==> src/rtl/mdu_div_unit.sv <==
// mdu_div_unit: iterative radix-2 restoring divider, signed or unsigned.
// Each accepted request yields one quotient/remainder pair. A flush aborts
// any operation in progress, and the result is held while writeback stalls.
module mdu_div_unit #(
    parameter int WIDTH = 32
) (
    input  logic             clk,
    input  logic             rst_n,
    input  logic             req_valid,
    input  logic             req_ready,
    input  logic             req_flush,
    input  logic             req_signed,
    input  logic [WIDTH-1:0] req_dividend,
    input  logic [WIDTH-1:0] req_divisor,
    output logic             rsp_ready,
    output logic             rsp_valid,
    output logic [WIDTH-1:0] rsp_quotient,
    output logic [WIDTH-1:0] rsp_remainder
);

    localparam int CW = $clog2(WIDTH);

    typedef enum logic [1:0] {
        IDLE = 2'd0,
        CALC = 2'd1,
        DONE = 2'd2
    } state_t;

    state_t            state_q, state_d;
    logic [CW-1:0]     cnt_q, cnt_d;
    logic [WIDTH-1:0]  dvd_q, dvd_d;    // |dividend|, shifted out MSB first
    logic [WIDTH-1:0]  dvs_q, dvs_d;    // |divisor|
    logic [WIDTH-1:0]  prem_q, prem_d;  // partial remainder
    logic [WIDTH-1:0]  quo_q, quo_d;    // unsigned quotient bits collected so far
    logic              qneg_q, qneg_d;
    logic              rneg_q, rneg_d;
    logic [WIDTH-1:0]  quot_q, quot_d;  // registered final quotient
    logic [WIDTH-1:0]  rem_q, rem_d;    // registered final remainder

    // Operand magnitudes and the special cases that bypass iteration
    logic              a_neg, b_neg;
    logic [WIDTH-1:0]  a_abs, b_abs;
    logic              div_zero, sgn_ovf;

    assign a_neg    = req_signed & req_dividend[WIDTH-1];
    assign b_neg    = req_signed & req_divisor[WIDTH-1];
    assign a_abs    = a_neg ? (~req_dividend + 1'b1) : req_dividend;
    assign b_abs    = b_neg ? (~req_divisor + 1'b1) : req_divisor;
    assign div_zero = (req_divisor == '0);
    assign sgn_ovf  = req_signed
                    & (req_dividend == {1'b1, {(WIDTH-1){1'b0}}})
                    & (req_divisor == '1);

    // One restoring step: shift in the next dividend bit and compare at WIDTH+1 bits
    logic [WIDTH:0]    trial;
    logic [WIDTH:0]    diff;
    logic              ge;
    logic [WIDTH-1:0]  step_rem;
    logic [WIDTH-1:0]  step_quo;

    assign trial    = {prem_q, dvd_q[WIDTH-1]};
    assign diff     = trial - {1'b0, dvs_q};
    assign ge       = (trial >= {1'b0, dvs_q});
    assign step_rem = ge ? diff[WIDTH-1:0] : trial[WIDTH-1:0];
    assign step_quo = {quo_q[WIDTH-2:0], ge};

    assign rsp_ready     = (state_q == IDLE);
    assign rsp_valid     = (state_q == DONE);
    assign rsp_quotient  = quot_q;
    assign rsp_remainder = rem_q;

    // State and datapath registers; reset clears the results and the counter
    always_ff @(posedge clk) begin
        if (!rst_n) begin
            state_q <= IDLE;
            cnt_q   <= '0;
            dvd_q   <= '0;
            dvs_q   <= '0;
            prem_q  <= '0;
            quo_q   <= '0;
            qneg_q  <= 1'b0;
            rneg_q  <= 1'b0;
            quot_q  <= '0;
            rem_q   <= '0;
        end else begin
            state_q <= state_d;
            cnt_q   <= cnt_d;
            dvd_q   <= dvd_d;
            dvs_q   <= dvs_d;
            prem_q  <= prem_d;
            quo_q   <= quo_d;
            qneg_q  <= qneg_d;
            rneg_q  <= rneg_d;
            quot_q  <= quot_d;
            rem_q   <= rem_d;
        end
    end

    // Next-state and datapath update; flush overrides every transition
    always_comb begin
        state_d = state_q;
        cnt_d   = cnt_q;
        dvd_d   = dvd_q;
        dvs_d   = dvs_q;
        prem_d  = prem_q;
        quo_d   = quo_q;
        qneg_d  = qneg_q;
        rneg_d  = rneg_q;
        quot_d  = quot_q;
        rem_d   = rem_q;

        case (state_q)
            IDLE: begin
                if (req_valid && !req_flush) begin
                    if (div_zero) begin
                        quot_d  = '1;
                        rem_d   = req_dividend;
                        state_d = DONE;
                    end else if (sgn_ovf) begin
                        quot_d  = req_dividend;
                        rem_d   = '0;
                        state_d = DONE;
                    end else begin
                        dvd_d   = a_abs;
                        dvs_d   = b_abs;
                        qneg_d  = a_neg ^ b_neg;
                        rneg_d  = a_neg;
                        prem_d  = '0;
                        quo_d   = '0;
                        cnt_d   = '0;
                        state_d = CALC;
                    end
                end
            end
            CALC: begin
                prem_d = step_rem;
                quo_d  = step_quo;
                dvd_d  = {dvd_q[WIDTH-2:0], 1'b0};
                cnt_d  = cnt_q + 1'b1;
                if (cnt_q == CW'(WIDTH-1)) begin
                    quot_d  = qneg_q ? (~step_quo + 1'b1) : step_quo;
                    rem_d   = rneg_q ? (~step_rem + 1'b1) : step_rem;
                    state_d = DONE;
                end
            end
            DONE: begin
                if (req_ready) begin
                    state_d = IDLE;
                end
            end
            default: state_d = IDLE;
        endcase

        if (req_flush) begin
            state_d = IDLE;
        end
    end

endmodule
==> config.mk <==
export PLATFORM = sky130hd
export DESIGN_NAME = mdu_div_unit
export DESIGN_NICKNAME = d
export VERILOG_FILES = /design/src/rtl/mdu_div_unit.sv
export SDC_FILE = /design/constraint.sdc
export NUM_CORES = 1
export LEC_CHECK = 0
export ABC_AREA = 1
export CAP_MARGIN = 10
export CORE_MARGIN = 2
export CORE_UTILIZATION = 48
export DETAILED_ROUTE_END_ITERATION = 16
export DONT_BUFFER_PORTS = 1
export PLACE_DENSITY = 0.6
export SLEW_MARGIN = 20
export SYNTH_ARGS = -nofsm -noshare
export SYNTH_HDL_FRONTEND = slang
export SYNTH_SLANG_ARGS = --single-unit
==> constraint.sdc <==
create_clock -name clk -period 4.2 [get_ports clk]
set_input_delay 0.42 -clock clk [delete_from_list [all_inputs] [get_ports clk]]
set_output_delay 0.42 -clock clk [all_outputs]
set_load 0.005 [all_outputs]
==> reports/metrics.yaml <==
run:
  max-cap-violations: 0
route:
  detail_route.iter0.violations: 1441
  routed-via-count: 14790
  drcViolationCount: 0
  postRouteAntennaNets: 0
  detail_route.first_pass.iterations: 6
  avgRoutedWirePerCell_microns: 19.11
  routed_wirelength_microns: 50120
  drt-vias-per-instance: 5.638
pwr:
  internal_power_uw: 3141
  comb_power_share_pct: 23.9
  power.ir.vdd_worst_mv: 0.3057
  leakage_power_total_uw: 0.006806
  p_seq_share_pct: 41.4
  total_switching_power_uw: 1673
  clkPwrFrac_pct: 34.7
  swShare_pct: 34.75
  power.density_cell_area_nw_per_um2: 323.5
sta:
  hold-worst-slack_ns: 0.09285
  grt_setup_unrepaired: "no"
  timing.final.ws_setup_ns: 0.2481
  setup-violations-final: 0
  max-slew-margin-rel_pct: 40.49
  finalSetupTns_ns: 0
  report.final.hold_viol_count: 0
  timing_worst_slew_pin_value_ns: 0.8833
  finClkSkew_ns: 0.01598
  fin_crit_sh_pct: 94.09
  maxSlewViolCount: 0
  min_period_ns: 3.952
  max_freq_mhz: 253.0
grt:
  globalRouteOverflowTotal: 0
  maximum_number_of_pins_on_one_net_before_global_route_repair: 113
  grt_pass1_wl_microns: 77310
  vias_in_the_first_global_route: 13580
  initial_antenna_violation_count: 4
  track_usage_pct: 32.51
worst_setup_path:
  startpoint_type: "flip-flop"
  slowest_delay_ns: 0.36
  critPathSlowestCell: "ha_1"
  critical_path.endpoint_type: "flip-flop"
  crit_cells: 23
  timing.critical_path.cells: "inv_1, ha_1, nand2_1, nor2_1, nand3_1, nand3b_1, nand2_2, nor2_8, nand2_8, buf_4, nand2_1, o21ai_2, ha_1, nand3_1, nor2_1, nand2_1, nor2_2, nand3_1, nand2_2, nand2_1, nand2_1, nand3_1, a21oi_1"
  critical_path.n_buffers_inverters: 2
  timing.reg2reg.setup_slack_ns: 0.25
  timing.critical_path.to: "rsp_remainder[24]$_SDFFE_PN0P_"
  worst-path-max-fanout: 21
  reg2reg_depth: 23
  critical-path-top-cell-by-count: "nand2_1"
  critPathLaunch: "dvs_q[7]$_SDFFE_PN0P_"
  cpLargestDelayFamily: "simple AND/OR/NAND/NOR gates"
  worst_r2r_endpoint: "rsp_remainder[24]$_SDFFE_PN0P_"
  cp_data_required_time_ns: 4.57
  timing.critical_path.arrival_ns: 4.32
  critical_path_start_end_classification: "reg2reg"
  rr_startpoint: "dvs_q[7]$_SDFFE_PN0P_"
synthesis:
  synth_nets: 2389
  syn_avg_cell_area_sq_um: 6.156
  synth_enable_flop_cells: 0
  dominantRegCellSynth: "dfxtp_1"
  ys.warnings.count: 0
  synth.lib_cells_used.distinct: 56
  syn-cell-area_sq_um: 14030
  synthesized_flop_and_latch_total: 200
  synth.yosys.seq_area_share_pct: 28.54
  ys_async_sr_fraction_pct: 0
  postSynthCellCount: 2279
placed_design:
  pre_cts_slack_ns: 0.3829
  gp_congestion: 0.9829
  dpl_cell_area_sq_um: 14300
  detailed_place_hpwl_microns: 38330
  buffer_ports.inserted: 0
cts:
  tritoncts_clock_tree: "done"
  post_cts_resized: 0
  cts_setup_buffers: 0
  clockRootBuffer: "clkbuf_16"
  clk_transition_reported_paths_ns: 0.08
  cts_hold_repair.buffers: 0
  clock_sink_count: 200
  numCtsBuffers: 17
  ctsHtreeMaxLevel: 4
  clk_latency_ns: 0.45
  cts_buffer_depth: 2
finish:
  layout_commonest_cell: "nand2_1"
  syn_to_final_growth_pct: 6.065
  fillCellCount: 3083
  final_area_sq_um: 14880
  antenna_fix_cells: 0
  layout.area.seq_sq_um: 4004
  multi_input_comb_area_sq_um: 8631
  mostFrequentLayoutCells: "nand2_1 (578), inv_1 (243), a21oi_1 (242)"
  nNetsFinal: 2337
  drive_above_1_share_pct: 6.967
status:
  status: "completed"
floorplanning:
  die_x_microns: 175.0
  design.die.area_sq_um: 30610
  floorplan.io_pins: 136
  core_sq_um: 28700
  start_util_pct: 48.88
  die_h_microns: 175.0
  std_cell_rows: 62
min_path:
  holdCritPathClass: "in2reg"
  hold-path-cell-count: 2
## logic make-up (layout without fill, tap and decap cells)
kind of cell	count (synthesis)	in the layout	synth area share (%)
XOR/XNOR	40	40	2.497
flip-flops	200	200	28.54
AND/OR/NAND/NOR	1119	1119	34.74
adder cells (fa/ha/maj)	40	40	3.621
AO/OA/AOI/OAI	525	525	20.52
buffers and inverters	355	315	10.08
## Yosys cell counts (3+ instances only)
| library cell | n | area share [%] |
|---|---|---|
| nand4_1 | 37 | 1.7 |
| nand3_1 | 163 | 5.8 |
| o31ai_1 | 14 | 0.75 |
| nor2_1 | 218 | 5.8 |
| nand3_2 | 3 | 0.21 |
| o21ai_1 | 6 | 0.21 |
| or2_2 | 10 | 0.45 |
| nand2_2 | 30 | 1.3 |
| o21bai_1 | 8 | 0.43 |
| a21oi_1 | 242 | 8.6 |
| nand3b_1 | 8 | 0.43 |
| buf_1 | 12 | 0.32 |
| clkbuf_1 | 69 | 1.8 |
| or2_1 | 4 | 0.18 |
| buf_2 | 12 | 0.43 |
| dfxtp_1 | 200 | 29 |
| a41oi_1 | 3 | 0.19 |
| nand2_1 | 579 | 15 |
| nor2_2 | 17 | 0.76 |
| inv_1 | 244 | 6.5 |
| o21ai_2 | 5 | 0.31 |
| a22oi_1 | 7 | 0.37 |
| o211ai_1 | 8 | 0.43 |
| a31oi_1 | 26 | 1.2 |
| o21ai_0 | 180 | 6.4 |
| buf_6 | 4 | 0.32 |
| ha_1 | 39 | 3.5 |
| a21oi_2 | 4 | 0.25 |
| xnor2_1 | 14 | 0.87 |
| xor2_1 | 26 | 1.6 |
| nor3_2 | 3 | 0.21 |
| inv_2 | 9 | 0.24 |
| a211oi_1 | 14 | 0.75 |
| nor3_1 | 24 | 0.86 |
| nor4_1 | 9 | 0.40 |
## cell type report
class                   instances  share of cell area (%)
clock buffers                  19                   2.977
flip-flops and latches        200                   26.91
well taps                     384                   3.229
inverters                     255                   6.433
repair buffers                 29                   1.547
multi-input cells            1724                   58.01
clock inverters                12                  0.8998
## stage by stage
stage / cells / util [%] / power [uW]
after CTS: 2623 / 51.84 / 4813
after global routing: 2623 / 51.84 / 5046
after detailed placement: 2592 / 49.83 / 3157
final: 2623 / 51.84 / 4813
after global placement: 2592 / 49.83 / 3156
after floorplan: 2279 / - / 2847
## routing by layer
metal,up-vias,wire length (microns),GRT usage [%]
li1,7405,-,-
met1,6816,23180,45.85
met2,505,21710,50.31
met3,63,4263,7.615
met4,0,964,7.361
met5,-,0,0
## worst reg2reg max path, delay by kind of cell, from the launching register on
kind | cells | cell delay (ns)
buf+inv | 2 | 0.36
simple gates | 17 | 2.29
fa+ha+maj | 2 | 0.59
flops | 1 | 0.34
compound gates | 2 | 0.31
## power groups by stage
stage,logic [uW],registers [uW],clock network (uW)
after floorplan,823,2020,0
after detailed placement,1120,2040,0
after global placement,1120,2040,0
after global routing,1270,2000,1780
final,1150,1990,1670
after CTS,1130,1990,1690
## how the worst min path moves through the flow
| stage | slack (ns) | startpoint | end |
|---|---|---|---|
| floorplan | 0.42 | dvd_q[26]$_SDFFE_PN0P_ | dvd_q[26]$_SDFFE_PN0P_ |
| global placement | 0.43 | dvd_q[4]$_SDFFE_PN0P_ | dvd_q[4]$_SDFFE_PN0P_ |
| detailed placement | 0.44 | dvd_q[26]$_SDFFE_PN0P_ | dvd_q[26]$_SDFFE_PN0P_ |
| CTS | 0.09 | rst_n | dvd_q[20]$_SDFFE_PN0P_ |
| global route | 0.1 | rst_n | rsp_quotient[7]$_SDFFE_PN0P_ |
| finish | 0.09 | rst_n | rsp_quotient[15]$_SDFFE_PN0P_ |
## sequential cells by signal, indices dropped and copies added (netlist names)
name and cells:
prem_q 32, rsp_remainder 32, cnt_q 5, dvs_q 32, rsp_quotient 32, rneg_q 1, quo_q 31, dvd_q 32
state_q 2, qneg_q 1
No activity file was read; power rests on OpenSTA's default activity.
